<file path="config.mk">
export PLATFORM = sky130hd
export DESIGN_NAME = ccu_tx_arb
export DESIGN_NICKNAME = d
export VERILOG_FILES = /design/src/rtl/ccu_pkg.sv /design/src/rtl/ccu_rr_arb.sv /design/src/rtl/ccu_tx_arb.sv
export SDC_FILE = /design/constraint.sdc
export NUM_CORES = 1
export LEC_CHECK = 0
export CAP_MARGIN = 30
export CORE_MARGIN = 2
export CORE_UTILIZATION = 35
export DETAILED_ROUTE_END_ITERATION = 7
export PLACE_DENSITY = 0.59
export REMOVE_ABC_BUFFERS = 1
export SLEW_MARGIN = 20
export SYNTH_ARGS = -nofsm -noshare
export SYNTH_HDL_FRONTEND = slang
export SYNTH_HIERARCHICAL = 1
export SYNTH_SLANG_ARGS = --single-unit
</file>
<file path="constraint.sdc">
create_clock -name axi_aclk -period 6.1 [get_ports axi_aclk]
set_input_delay 0.915 -clock axi_aclk [delete_from_list [all_inputs] [get_ports axi_aclk]]
set_output_delay 0.915 -clock axi_aclk [all_outputs]
set_load 0.02 [all_outputs]
</file>
<file path="src/rtl/ccu_pkg.sv">
// Shared CCU definitions: packet type bytes, header geometry and the TX arbiter
// state encoding, plus the header byte selector used by the arbiter.
package ccu_pkg;

  localparam logic [7:0] PACKAGE_TYPE_SYS_ACK      = 8'h00;
  localparam logic [7:0] PACKAGE_TYPE_DAC_WR_ACK   = 8'h11;
  localparam logic [7:0] PACKAGE_TYPE_ADC_DATA     = 8'h12;
  localparam logic [7:0] PACKAGE_TYPE_DAC_READBACK = 8'h21;
  localparam logic [7:0] PACKAGE_TYPE_ADC_CFG_ACK  = 8'h22;

  localparam int CCU_HDR_LEN = 5;
  localparam int CCU_LEN_W   = 13;

  typedef enum logic [1:0] {
    ST_IDLE    = 2'd0,
    ST_HDR     = 2'd1,
    ST_PAYLOAD = 2'd2
  } tx_arb_state_e;

  // Header layout: type, id high, id low, length high (5 bits), length low.
  function automatic logic [7:0] hdr_byte(input logic [2:0]           idx,
                                          input logic [7:0]           ptype,
                                          input logic [15:0]          id,
                                          input logic [CCU_LEN_W-1:0] len);
    case (idx)
      3'd0:    hdr_byte = ptype;
      3'd1:    hdr_byte = id[15:8];
      3'd2:    hdr_byte = id[7:0];
      3'd3:    hdr_byte = {3'b000, len[12:8]};
      default: hdr_byte = len[7:0];
    endcase
  endfunction

endpackage

</file>
<file path="src/rtl/ccu_rr_arb.sv">
// Combinational round-robin arbiter: the first requester at or after ptr wins.
module ccu_rr_arb #(
  parameter int N     = 3,
  parameter int PTR_W = 2
) (
  input  logic [N-1:0]     req,
  input  logic [PTR_W-1:0] ptr,
  output logic [N-1:0]     grant,
  output logic             valid
);

  localparam logic [PTR_W:0] N_W = (PTR_W + 1)'(N);
  localparam logic [N-1:0]   ONE = {{(N-1){1'b0}}, 1'b1};

  logic [PTR_W:0] back_sh;
  logic [N-1:0]   rot;
  logic [N-1:0]   rot_oh;

  // Rotate so ptr sits at bit 0, isolate the lowest set bit, rotate back.
  assign back_sh = N_W - {1'b0, ptr};
  assign rot     = (req >> ptr) | (req << back_sh);
  assign rot_oh  = rot & ~(rot - ONE);
  assign grant   = (rot_oh << ptr) | (rot_oh >> back_sh);
  assign valid   = |req;

endmodule

</file>
<file path="src/rtl/ccu_tx_arb.sv">
// Round-robin packet scheduler onto the SPI TX stream: registered 5-byte header
// followed by a length-bounded combinational passthrough of the granted source.
module ccu_tx_arb
  import ccu_pkg::*;
#(
  parameter int NUM_SRC = 3,
  parameter int LEN_W   = 13
) (
  input  logic                     axi_aclk,
  input  logic                     axi_aresetn,
  input  logic [NUM_SRC-1:0]       src_req,
  input  logic [8*NUM_SRC-1:0]     src_type,
  input  logic [LEN_W*NUM_SRC-1:0] src_len,
  output logic [NUM_SRC-1:0]       src_grant,
  input  logic [8*NUM_SRC-1:0]     src_axis_tdata,
  input  logic [NUM_SRC-1:0]       src_axis_tvalid,
  output logic [NUM_SRC-1:0]       src_axis_tready,
  input  logic [NUM_SRC-1:0]       src_axis_tlast,
  output logic [7:0]               spi_send_axis_tdata,
  output logic                     spi_send_axis_tvalid,
  input  logic                     spi_send_axis_tready,
  output logic                     spi_send_axis_tlast,
  output logic                     busy,
  output logic                     err_len
);

  localparam int               PTR_W    = (NUM_SRC > 1) ? $clog2(NUM_SRC) : 1;
  localparam logic [2:0]       HDR_LAST = 3'(CCU_HDR_LEN - 1);
  localparam logic [LEN_W-1:0] LEN_ONE  = {{(LEN_W-1){1'b0}}, 1'b1};

  tx_arb_state_e      state_q, state_d;
  logic [NUM_SRC-1:0] grant_q, grant_d;
  logic [PTR_W-1:0]   ptr_q, ptr_d;
  logic [15:0]        pack_id_q, pack_id_d;
  logic [7:0]         type_q, type_d;
  logic [LEN_W-1:0]   len_q, len_d;
  logic [2:0]         hdr_cnt_q, hdr_cnt_d;
  logic [LEN_W-1:0]   pay_cnt_q, pay_cnt_d;
  logic [7:0]         hdr_data_q, hdr_data_d;
  logic               hdr_valid_q, hdr_valid_d;
  logic               hdr_last_q, hdr_last_d;
  logic               err_len_q, err_len_d;

  logic [NUM_SRC-1:0] win;
  logic               win_valid;
  logic [PTR_W-1:0]   ptr_adv;
  logic [7:0]         win_type [NUM_SRC];
  logic [LEN_W-1:0]   win_len  [NUM_SRC];
  logic [7:0]         gnt_data [NUM_SRC];
  logic [7:0]         sel_type, sel_data;
  logic [LEN_W-1:0]   sel_len;
  logic               gnt_valid, gnt_last, pay_active, pay_last;
  logic [2:0]         hdr_nxt;

  ccu_rr_arb #(.N(NUM_SRC), .PTR_W(PTR_W)) u_rr_arb (
    .req   (src_req),
    .ptr   (ptr_q),
    .grant (win),
    .valid (win_valid)
  );

  for (genvar gi = 0; gi < NUM_SRC; gi++) begin : g_src
    assign win_type[gi]        = src_type[gi*8 +: 8] & {8{win[gi]}};
    assign win_len[gi]         = src_len[gi*LEN_W +: LEN_W] & {LEN_W{win[gi]}};
    assign gnt_data[gi]        = src_axis_tdata[gi*8 +: 8] & {8{grant_q[gi]}};
    assign src_axis_tready[gi] = pay_active & grant_q[gi] & spi_send_axis_tready;
  end

  always_comb begin
    sel_type = '0;
    sel_len  = '0;
    sel_data = '0;
    ptr_adv  = ptr_q;
    for (int i = 0; i < NUM_SRC; i++) begin
      sel_type = sel_type | win_type[i];
      sel_len  = sel_len | win_len[i];
      sel_data = sel_data | gnt_data[i];
      if (win[i]) ptr_adv = (i == NUM_SRC - 1) ? '0 : PTR_W'(i + 1);
    end
  end

  assign gnt_valid  = |(src_axis_tvalid & grant_q);
  assign gnt_last   = |(src_axis_tlast & grant_q);
  assign pay_active = (state_q == ST_PAYLOAD);
  assign pay_last   = (pay_cnt_q == LEN_ONE);
  assign hdr_nxt    = hdr_cnt_q + 3'd1;

  always_comb begin
    state_d     = state_q;
    grant_d     = grant_q;
    ptr_d       = ptr_q;
    pack_id_d   = pack_id_q;
    type_d      = type_q;
    len_d       = len_q;
    hdr_cnt_d   = hdr_cnt_q;
    pay_cnt_d   = pay_cnt_q;
    hdr_data_d  = hdr_data_q;
    hdr_valid_d = hdr_valid_q;
    hdr_last_d  = hdr_last_q;
    err_len_d   = 1'b0;
    case (state_q)
      ST_IDLE: begin
        if (win_valid) begin
          state_d     = ST_HDR;
          grant_d     = win;
          ptr_d       = ptr_adv;
          type_d      = sel_type;
          len_d       = sel_len;
          hdr_cnt_d   = 3'd0;
          hdr_data_d  = sel_type;
          hdr_valid_d = 1'b1;
          hdr_last_d  = 1'b0;
        end
      end
      ST_HDR: begin
        if (spi_send_axis_tready) begin
          if (hdr_cnt_q == HDR_LAST) begin
            pack_id_d   = pack_id_q + 16'd1;
            hdr_data_d  = '0;
            hdr_valid_d = 1'b0;
            hdr_last_d  = 1'b0;
            if (len_q == '0) begin
              state_d = ST_IDLE;
              grant_d = '0;
            end else begin
              state_d   = ST_PAYLOAD;
              pay_cnt_d = len_q;
            end
          end else begin
            hdr_cnt_d  = hdr_nxt;
            hdr_data_d = hdr_byte(hdr_nxt, type_q, pack_id_q, CCU_LEN_W'(len_q));
            hdr_last_d = (hdr_nxt == HDR_LAST) && (len_q == '0);
          end
        end
      end
      ST_PAYLOAD: begin
        if (gnt_valid && spi_send_axis_tready) begin
          pay_cnt_d = pay_cnt_q - LEN_ONE;
          // Either the count or the source's tlast ends the packet; disagreement flags an error.
          if (pay_last || gnt_last) begin
            state_d   = ST_IDLE;
            grant_d   = '0;
            err_len_d = pay_last ? ~gnt_last : 1'b1;
          end
        end
      end
      default: state_d = ST_IDLE;
    endcase
  end

  always_ff @(posedge axi_aclk) begin
    if (!axi_aresetn) begin
      state_q     <= ST_IDLE;
      grant_q     <= '0;
      ptr_q       <= '0;
      pack_id_q   <= '0;
      type_q      <= '0;
      len_q       <= '0;
      hdr_cnt_q   <= '0;
      pay_cnt_q   <= '0;
      hdr_data_q  <= '0;
      hdr_valid_q <= 1'b0;
      hdr_last_q  <= 1'b0;
      err_len_q   <= 1'b0;
    end else begin
      state_q     <= state_d;
      grant_q     <= grant_d;
      ptr_q       <= ptr_d;
      pack_id_q   <= pack_id_d;
      type_q      <= type_d;
      len_q       <= len_d;
      hdr_cnt_q   <= hdr_cnt_d;
      pay_cnt_q   <= pay_cnt_d;
      hdr_data_q  <= hdr_data_d;
      hdr_valid_q <= hdr_valid_d;
      hdr_last_q  <= hdr_last_d;
      err_len_q   <= err_len_d;
    end
  end

  assign src_grant            = grant_q;
  assign spi_send_axis_tdata  = pay_active ? sel_data : hdr_data_q;
  assign spi_send_axis_tvalid = pay_active ? gnt_valid : hdr_valid_q;
  assign spi_send_axis_tlast  = pay_active ? (pay_last | gnt_last) : hdr_last_q;
  assign busy                 = (state_q != ST_IDLE);
  assign err_len              = err_len_q;

endmodule

</file>
==> impl_metrics.csv <==
group,metric,value,unit
floorplanning,die_x,112,microns
timing,setup_tns,0,ps
synth,synth_top_area_share,34.7,%
timing,drv_slew,0,
synth,mappedNetlistArea,0.00410,sq mm
synth,yosys.cell_count.top_type,"nor2_1",
synth,synth-edff-count,0,
critical_path,worstPathMaxFanout,2,
global_routing,antenna_found_initial,0,
global_routing,grt_max_degree,58,
timing,rsz0062_at_grt,"false",
cells_and_area,syn2layout_area_growth,37.4,%
synth,yosysSeqAreaShare,34.7,%
timing,skew,10.2,ps
global_routing,grt_util_all_layers,20.4,%
detailed_routing,drt_iter0_drc,270,
run_status,status,"finished, final reports clean",
synth,syn_avg_cell_area,8.00,sq um
timing,whs,469,ps
detailed_routing,first_pass_iters,7,
critical_path,criticalPathCategory,"input port to primary output",
clock_network,numCtsBuffers,9,
clock_network,cts_tree,"yes",
detailed_routing,ant_nets,0,
timing,timing.fmax,0.277,GHz
clock_network,h-tree-depth,3,
critical_path,required,5180,ps
clock_network,clkLatencyLatePin,330,ps
synth,syn_inst,512,
synth,ys_async_sr_fraction,0,%
floorplanning,core_area,0.0114,sq mm
synth,ys_types,49,
clock_network,cts.repair.resized,0,
placement,gp_congestion,0.830,
detailed_routing,wirelength,13000,microns
detailed_routing,vias,4353,
synth,ys_ff_latch,71,
critical_path,slowest_stage,"clkdlybuf4s50_1",
detailed_routing,avgRoutedWirePerCell,17.4,microns
power_and_ir_drop,ir_drop,0.268,mV
critical_path,worstPathArrival,2700,ps
critical_path,cpLargestDelayFamily,"buffers and inverters",
placement,hpwl,9250,microns
floorplanning,initial_core_util,35.9,%
cells_and_area,fin_nets,714,
detailed_routing,via_per_inst,5.80,
floorplanning,pin_count,117,
timing,period_minus_slack,3610,ps
hold_path,worstHoldPathType,"flip-flop to flip-flop",
clock_network,hold_buffers,0,
clock_network,cts_buffer_depth,2,
timing,fin_crit_sh,59.2,%
floorplanning,die_h,112,microns
synth,ys_warn_count,6,
synth,synthTopCellsByArea,"dfxtp_1 (35%), a222oi_1 (8.3%), nor2_1 (7.0%), o21ai_0 (4.8%), a21oi_1 (4.5%)",
clock_network,root_buffer,"clkbuf_16",
cells_and_area,drive_gt1_share,4.94,%
cells_and_area,nFillCells,1130,
cells_and_area,n_antenna_cell,0,
synth,synth_commonest_cells,"nor2_1 (76), dfxtp_1 (71), clkbuf_1 (39), o21ai_0 (39), a21oi_1 (37)",
critical_path,startpoint_type,"input port",
timing,worstMarginPinSlew,953,ps
global_routing,grt_pass1_wl,21100,microns
timing,setup_viol,0,
placement,port_buffers,116,
flow_run,maxCapViolations,0,
floorplanning,die_area,0.0126,sq mm
synth,yosysTopAreaCell,"dfxtp_1",
cells_and_area,final_core_util,49.3,%
critical_path,cp_num_buf_inv,2,
timing,hold_violations,0,
critical_path,crit_chain,"clkdlybuf4s50_1 > a222oi_1 > nand2_1 > o22a_1 > clkdlybuf4s50_1",
global_routing,grt_pass1_vias,4338,
critical_path,crit_path_end_kind,"primary output",
clock_network,cts_setup_buffers,0,
cells_and_area,stdcell_area,0.00563,sq mm
power_and_ir_drop,power_density,409,mW/mm^2
critical_path,path_common_cell,"clkdlybuf4s50_1",
detailed_routing,drc,0,
critical_path,cpPeakStageDelay,550,ps
cells_and_area,instances_no_fill,750,
placement,dp.cells,733,
timing,slew_headroom,36.5,%
floorplanning,rows,39,
placement,placed_area,0.00532,sq mm
global_routing,overflow,0,
clock_network,cts_sinks,71,
synth,yosys_most_used_dff,"dfxtp_1",
clock_network,clkTransAtPathRegs,60,ps
power_and_ir_drop,power.leakage,2.06,nW
-- path summary, 6_finish.rpt --
kind | from | endpoint | slack, ps | cells past startpoint
setup / recovery | src_axis_tlast[0] | spi_send_axis_tlast | 2490 | 5
hold / removal | pay_cnt_q[11] | pay_cnt_q[11] | 470 | 2
setup reg to reg | state_q[0] | pay_cnt_q[4] | 3620 | 9
hold reg to reg | pay_cnt_q[11] | pay_cnt_q[11] | 470 | 2
-- cell usage in the layout (no fill, tap or decap), types with 2 or more instances in the layout --
cell type and n:
a32oi_1 2, buf_4 6, nor4_1 5, inv_1 13, o221a_2 2, a22o_1 5
o22a_1 2, o21ai_0 39, o21a_1 2, clkbuf_16 9, xnor2_1 5, dfxtp_1 71
o31a_1 2, clkbuf_2 2, a222oi_1 34, or4_1 2, mux2i_1 12, and3_1 7
o32ai_1 7, clkdlybuf4s50_1 116, a21oi_1 37, nor3_1 8, a211oi_1 23, or3_1 7
a221oi_1 5, nand2_1 32, nor2b_1 8, a31oi_1 5, nand4_1 6, nor3b_1 2
nor2_1 75, ha_1 11, and2_1 3, a211o_1 2, and4_1 2, xor2_1 11
nand3_1 6, clkinvlp_4 2
-- sequential cells by signal (all words and copies together) (netlist names) --
| name | cells |
|---|---|
| len_q | 13 |
| state_q | 2 |
| pay_cnt_q | 13 |
| type_q | 8 |
| pack_id_q | 16 |
| hdr_valid_q | 1 |
| err_len | 1 |
| hdr_last_q | 1 |
| hdr_data_q | 8 |
| hdr_cnt_q | 3 |
| src_grant | 3 |
| ptr_q | 2 |
-- metal layers --
layer	global-route usage, %	share of wire [%]	vias up
met3	4.27	5.3	14
met5	0	0	-
met4	5.45	1.1	0
li1	-	-	2115
met1	25.9	45	2102
met2	35.4	49	122
-- worst register-to-register path, stage by stage (launching register included) --
cell      delay [ps]
dfxtp_1          320
inv_1            110
ha_2             310
buf_4            470
o21ai_0          170
a211oi_1         180
o21ai_1          110
buf_4            230
or3_1            370
a21oi_1          130
-- kinds of logic after synthesis --
group                    Yosys count  synth area share (%)
buffers and inverters             57                  5.25
AND/OR/NAND/NOR                  170                  19.7
multiplexers                      12                  2.93
adder cells (fa/ha/maj)           12                  3.67
AO/OA/AOI/OAI                    174                  30.3
flip-flops                        71                  34.7
XOR/XNOR                          16                  3.42
-- layout make-up --
cell class / count / area, sq um / area share [%]
Timing Repair Buffer: 124 / 1220 / 21.6
Sequential cell: 71 / 1420 / 25.3
Multi-Input combinational cell: 384 / 2460 / 43.8
Inverter: 13 / 48.8 / 0.867
Clock buffer: 10 / 239 / 4.25
Clock inverter: 5 / 58.8 / 1.04
Tap cell: 143 / 179 / 3.18
-- report_power, final --
part | switching (mW) | internal [mW]
clock | 0.200 | 0.325
sequential | 0.124 | 0.579
combinational | 0.609 | 0.463
-- through the flow --
| step | setup slack, ps | total power [mW] |
|---|---|---|
| finish | 2490 | 2.30 |
| CTS | 2460 | 2.31 |
| detailed placement | 2460 | 1.78 |
| floorplan | 3050 | 1.37 |
| global route | 2350 | 2.47 |
| global placement | 2420 | 1.76 |
Power figures use the tool's default switching activity.
